$ cat src/rtl/general_defs.sv
// Shared widths, loader length width and the loader state encoding.
package general_defs;

   localparam int HALF_WORD        = 16;
   localparam int WORD             = 32;
   localparam int LOADER_LEN_WIDTH = 16;

   typedef enum logic [2:0] {
      LEN_LO,
      LEN_HI,
      DATA_LO,
      DATA_HI,
      CSUM,
      DONE,
      ERROR
   } loader_state_t;

endpackage

$ cat src/rtl/halfword_assembler.sv
// Pairs a low and a high stream byte into a halfword and flags it with a one-cycle valid pulse.
module halfword_assembler
   import general_defs::*;
(
   input  logic                 clk_i,
   input  logic                 reset_i,
   input  logic                 lo_load_i,
   input  logic                 hi_load_i,
   input  logic [7:0]           byte_i,
   output logic [HALF_WORD-1:0] halfword_o,
   output logic                 valid_o
);

   logic [7:0]           lo_q;
   logic [HALF_WORD-1:0] halfword_q;
   logic                 valid_q;

   always_ff @(posedge clk_i) begin
      if (reset_i) begin
         lo_q       <= '0;
         halfword_q <= '0;
         valid_q    <= 1'b0;
      end else begin
         valid_q <= hi_load_i;
         if (lo_load_i) begin
            lo_q <= byte_i;
         end
         // The halfword holds its value between pulses so memory sees stable data.
         if (hi_load_i) begin
            halfword_q <= {byte_i, lo_q};
         end
      end
   end

   assign halfword_o = halfword_q;
   assign valid_o    = valid_q;

endmodule

$ cat src/rtl/program_loader.sv
// Streams a length-prefixed little-endian image into instruction memory, holding the CPU in reset.
// Define PROGRAM_LOADER_CHECKSUM_EN to require a trailing XOR checksum byte.
module program_loader
   import general_defs::*;
#(
   parameter int              MAX_HALFWORDS = 512,
   parameter logic [WORD-1:0] BASE_ADDR     = 32'h0000_0000
) (
   input  logic                 clk_i,
   input  logic                 reset_i,
   input  logic                 byte_valid_i,
   input  logic [7:0]           byte_i,
   input  logic                 reload_i,
   output logic                 byte_ready_o,
   output logic                 program_mem_write_en_o,
   output logic [HALF_WORD-1:0] instruction_o,
   output logic [WORD-1:0]      instruction_addr_o,
   output logic                 cpu_reset_o,
   output logic                 load_done_o,
   output logic                 load_error_o
);

   localparam logic [LOADER_LEN_WIDTH-1:0] MAX_LEN = LOADER_LEN_WIDTH'(MAX_HALFWORDS);
   localparam logic [LOADER_LEN_WIDTH-1:0] ONE     = LOADER_LEN_WIDTH'(1);

`ifdef PROGRAM_LOADER_CHECKSUM_EN
   localparam loader_state_t END_STATE = CSUM;
   logic [7:0] csum_q;
`else
   localparam loader_state_t END_STATE = DONE;
`endif

   loader_state_t               state_q, state_d;
   logic [LOADER_LEN_WIDTH-1:0] len_q, count_q, len_full;
   logic [WORD-1:0]             addr_q;
   logic                        done_q, error_q, cpu_reset_q;
   logic                        accept, reload_ok;

   assign byte_ready_o = (state_q != DONE) && (state_q != ERROR);
   assign accept       = byte_valid_i && byte_ready_o;
   assign reload_ok    = reload_i && !byte_ready_o;
   assign len_full     = {byte_i, len_q[7:0]};

   always_comb begin
      state_d = state_q;
      case (state_q)
         LEN_LO:  if (accept) state_d = LEN_HI;
         LEN_HI: begin
            if (accept) begin
               if (len_full == '0)          state_d = END_STATE;
               else if (len_full > MAX_LEN) state_d = ERROR;
               else                         state_d = DATA_LO;
            end
         end
         DATA_LO: if (accept) state_d = DATA_HI;
         DATA_HI: begin
            if (accept) begin
               state_d = (count_q + ONE == len_q) ? END_STATE : DATA_LO;
            end
         end
`ifdef PROGRAM_LOADER_CHECKSUM_EN
         CSUM:    if (accept) state_d = (byte_i == csum_q) ? DONE : ERROR;
`endif
         DONE:    if (reload_ok) state_d = LEN_LO;
         ERROR:   if (reload_ok) state_d = LEN_LO;
         default: state_d = LEN_LO;
      endcase
   end

   always_ff @(posedge clk_i) begin
      if (reset_i) begin
         state_q     <= LEN_LO;
         len_q       <= '0;
         count_q     <= '0;
         addr_q      <= BASE_ADDR;
         done_q      <= 1'b0;
         error_q     <= 1'b0;
         cpu_reset_q <= 1'b1;
`ifdef PROGRAM_LOADER_CHECKSUM_EN
         csum_q      <= '0;
`endif
      end else begin
         state_q <= state_d;
         if (accept && state_q == LEN_LO) len_q[7:0]  <= byte_i;
         if (accept && state_q == LEN_HI) len_q[15:8] <= byte_i;
         if (accept && state_q == DATA_HI) begin
            addr_q  <= BASE_ADDR + WORD'({count_q, 1'b0});
            count_q <= count_q + ONE;
         end
`ifdef PROGRAM_LOADER_CHECKSUM_EN
         if (accept) csum_q <= csum_q ^ byte_i;
`endif
         // After a final write, DONE flags wait one cycle so they trail the last strobe.
         if (state_d == DONE && state_q != DATA_HI) begin
            done_q      <= 1'b1;
            cpu_reset_q <= 1'b0;
         end
         if (state_d == ERROR) error_q <= 1'b1;
         if (reload_ok) begin
            done_q      <= 1'b0;
            error_q     <= 1'b0;
            cpu_reset_q <= 1'b1;
            count_q     <= '0;
`ifdef PROGRAM_LOADER_CHECKSUM_EN
            csum_q      <= '0;
`endif
         end
      end
   end

   halfword_assembler u_assembler (
      .clk_i      (clk_i),
      .reset_i    (reset_i),
      .lo_load_i  (accept && state_q == DATA_LO),
      .hi_load_i  (accept && state_q == DATA_HI),
      .byte_i     (byte_i),
      .halfword_o (instruction_o),
      .valid_o    (program_mem_write_en_o)
   );

   assign instruction_addr_o = addr_q;
   assign cpu_reset_o        = cpu_reset_q;
   assign load_done_o        = done_q;
   assign load_error_o       = error_q;

endmodule

$ cat config.mk
export PLATFORM = sky130hd
export DESIGN_NAME = program_loader
export DESIGN_NICKNAME = d
export VERILOG_FILES = /design/src/rtl/general_defs.sv /design/src/rtl/halfword_assembler.sv /design/src/rtl/program_loader.sv
export SDC_FILE = /design/constraint.sdc
export NUM_CORES = 1
export LEC_CHECK = 0
export CORE_UTILIZATION = 30
export CTS_BUF_LIST = sky130_fd_sc_hd__clkbuf_16
export DETAILED_ROUTE_END_ITERATION = 8
export HOLD_SLACK_MARGIN = 0.02
export SYNTH_ARGS = -nofsm -noshare
export SYNTH_HDL_FRONTEND = slang
export SYNTH_SLANG_ARGS = --single-unit
$ cat constraint.sdc
create_clock -name clk_i -period 4 [get_ports clk_i]
set_clock_uncertainty 0.2 [all_clocks]
set_input_delay 0.8 -clock clk_i [delete_from_list [all_inputs] [get_ports clk_i]]
set_output_delay 0.8 -clock clk_i [all_outputs]
set_load 0.02 [all_outputs]
==> metrics.txt <==
Yosys warning total=0; synthesized area divided by synthesized cell count=7.80 um2; predominant post-synthesis flop cell=dfxtp_1; worst-path cell with the longest stage delay=clkdlybuf4s50_1; Remaining Overflow, GRT=0; most common library cells after synthesis=nand2_1, dfxtp_1, a21oi_1; sequential standard cell area=1580 um2; post-synthesis instance area=3740 um2; Crit path arrival time=2060 ps; dominant cell by count in the synthesized netlist=nand2_1; total global-route track usage=14.4%; outcome=complete, no violations; met3 global-route usage=3.93%; largest stage delay on the critical path=680 ps; element type at the critical path end=output port; number of unique standard cell types used by synthesis=52; Hold Vio Cnt, Final=0; post-route design area=4570 um2; Worst Setup Start Kind=flop; peak fanout along the critical path=10; initial detailed-routing violation count=147; die boundary height=114 um; total count of max-transition violations in the final report=0; row cnt=40; maximum vdd ir drop=0.229 mV; Async SR Flop Fraction=0%; fraction of layout instances using a drive strength above 1=6.03%; Finish-stage setup viols=0; total area of multi-input combinational cells=1910 um2; path length in cells of the critical path=3; layout-stage area growth over the synthesis result=22.1%; WL final=8890 um; worst min-delay path category=flop to flop; Lkg Pwr=1.54 nW; Max Clk Rate=326 MHz; largest net degree at the start of global routing=40; Setup WS pre-CTS=982 ps; normalized max-slew margin=51.5%; # Post-CTS Setup Buffers=0; CP cell instances=nor2b_1 > o21ai_1 > clkdlybuf4s50_1; area of placed instances=4240 um2; global-route wire length before repair=14700 um; period utilisation layout=76.6%; Avg Vias per Cell=4.73; DR WL/cell=13.0 um; maximum count of clock buffers along a single path=2; max-capacitance violation count=0; min cycle time layout=3060 ps; cts hold-fix bufs=0; count of cells resized by post-cts repair=0; drt first pass iters=4; data required time at the worst endpoint=3000 ps; initial antenna violation count=0; Placer Congestion=0.868; via count of the first global-routing pass=2968; drc violations=0; min setup slack post-route=936 ps; post-synthesis register bit count=79; number of cells traversed by the worst register-to-register path=7; PD cells=415 nW/um2; portion of synthesized cell area occupied by the leading cell type=42.3%; antenna violation net count after detailed routing=0; TritonCTS clock tree=built; clock-pin slew on the worst setup and hold paths=70 ps; post-synthesis sequential area ratio=42.3%; final total negative setup slack=0 ps; vias=3224; routing layer with the top usage in global route=met2; critical path's top delay family=buffers and inverters; number of buffers inserted by port buffering=48; Worst-Skew Late Latency=340 ps; total of fill cells in the finished design=1248; Horiz. Die Dim=114 um; RSZ-0062 raised after global routing=false; final standard cell utilization of the core=37.9%; num ports=65; ranking of synthesized cells by area=dfxtp_1, nand2_1, a21oi_1; worst hold path depth=2; Initial Utilization=31.0%; number of antenna repair diodes=0; fraction of met2 tracks used by global routing=23.6%; met1 global-route usage=18.7%; critical path start-end classification=flop to output port; Clock Root Buffer=clkbuf_16; TritonCTS buffer count=9; number of clock sinks seen by CTS=79; sum of internal, switching and leakage power=1.90 mW; Buffers & Inverters on Critical Path=1; # H-tree levels=3; final net count=522; Post-synth EDFFs=0; area leader, netlist=dfxtp_1; number of standard cells after synthesis=480; post-detail-place hpwl=6220 um; core outline area=12100 um2; area enclosed by the die boundary=12900 um2; transition time of the tightest slew-check pin=721 ps
-- worst reg2reg max path: stages (launching register included) --
cell and delay (ps):
dfxtp_1 520, ha_1 310, nand3_2 210, nor2_1 420, o221ai_1 200, a32o_2 290, nor4_4 380, a311oi_1 150
-- power by group --
group | total [mW] | internal, mW | switching (mW)
sequential | 0.824 | 0.804 | 0.0196
clock | 0.919 | 0.561 | 0.358
combinational | 0.154 | 0.0580 | 0.0963
total | 1.90 | 1.42 | 0.474
-- flip-flops by register name, summed over array words and instances, names as in the netlist --
register                cells
u_assembler.lo_q            8
load_done_o                 1
cpu_reset_o                 1
state_q                     3
load_error_o                1
count_q                    16
u_assembler.valid_o         1
u_assembler.halfword_o     16
len_q                      16
instruction_addr_o         16
-- area by class of cell --
class	count	share of cell area [%]
Sequential cell	79	34.6
Inverter	6	0.493
Tap cell	168	4.60
Clock inverter	7	2.38
Timing Repair Buffer	53	11.2
Clock buffer	9	4.93
Multi-Input combinational cell	360	41.8
-- cells in the final DEF (no fill, tap or decap), types with 9 or more instances in the layout --
cell	count
xnor2_1	22
nand2_1	133
nor2_1	28
nand3_1	11
clkbuf_16	9
a21oi_1	65
nor3_1	9
clkdlybuf4s50_1	47
conb_1	16
xor2_1	12
dfxtp_1	79
-- per-stage QoR --
stage,std cells,hold slack [ps]
2_1_floorplan,495,232
3_3_place_gp,666,237
3_5_place_dp,666,247
4_1_cts,682,257
5_1_grt,682,271
6_report,682,253
-- kinds of logic after synthesis --
family,count (synthesis),synth area share (%)
xor+xnor,34,7.96
fa+ha+maj,1,0.334
other cells,1,0.100
buf+inv,56,8.22
flops,79,42.3
compound gates,92,14.4
mux,3,0.836
simple gates,214,25.9
-- layer usage --
metal,routed length (um),up-vias
met5,0,-
met4,56,0
met3,428,5
met2,4140,83
met1,4260,1508
li1,-,1628
-- final timing paths --
| kind | end | slack (ps) | start |
|---|---|---|---|
| min reg2reg | u_assembler.halfword_o[6] | 250 | u_assembler.halfword_o[6] |
| max reg2reg | state_q[1] | 1200 | count_q[0] |
| max | byte_ready_o | 940 | state_q[1] |
| min | u_assembler.halfword_o[6] | 250 | u_assembler.halfword_o[6] |
(Power assumes the default switching activity.)
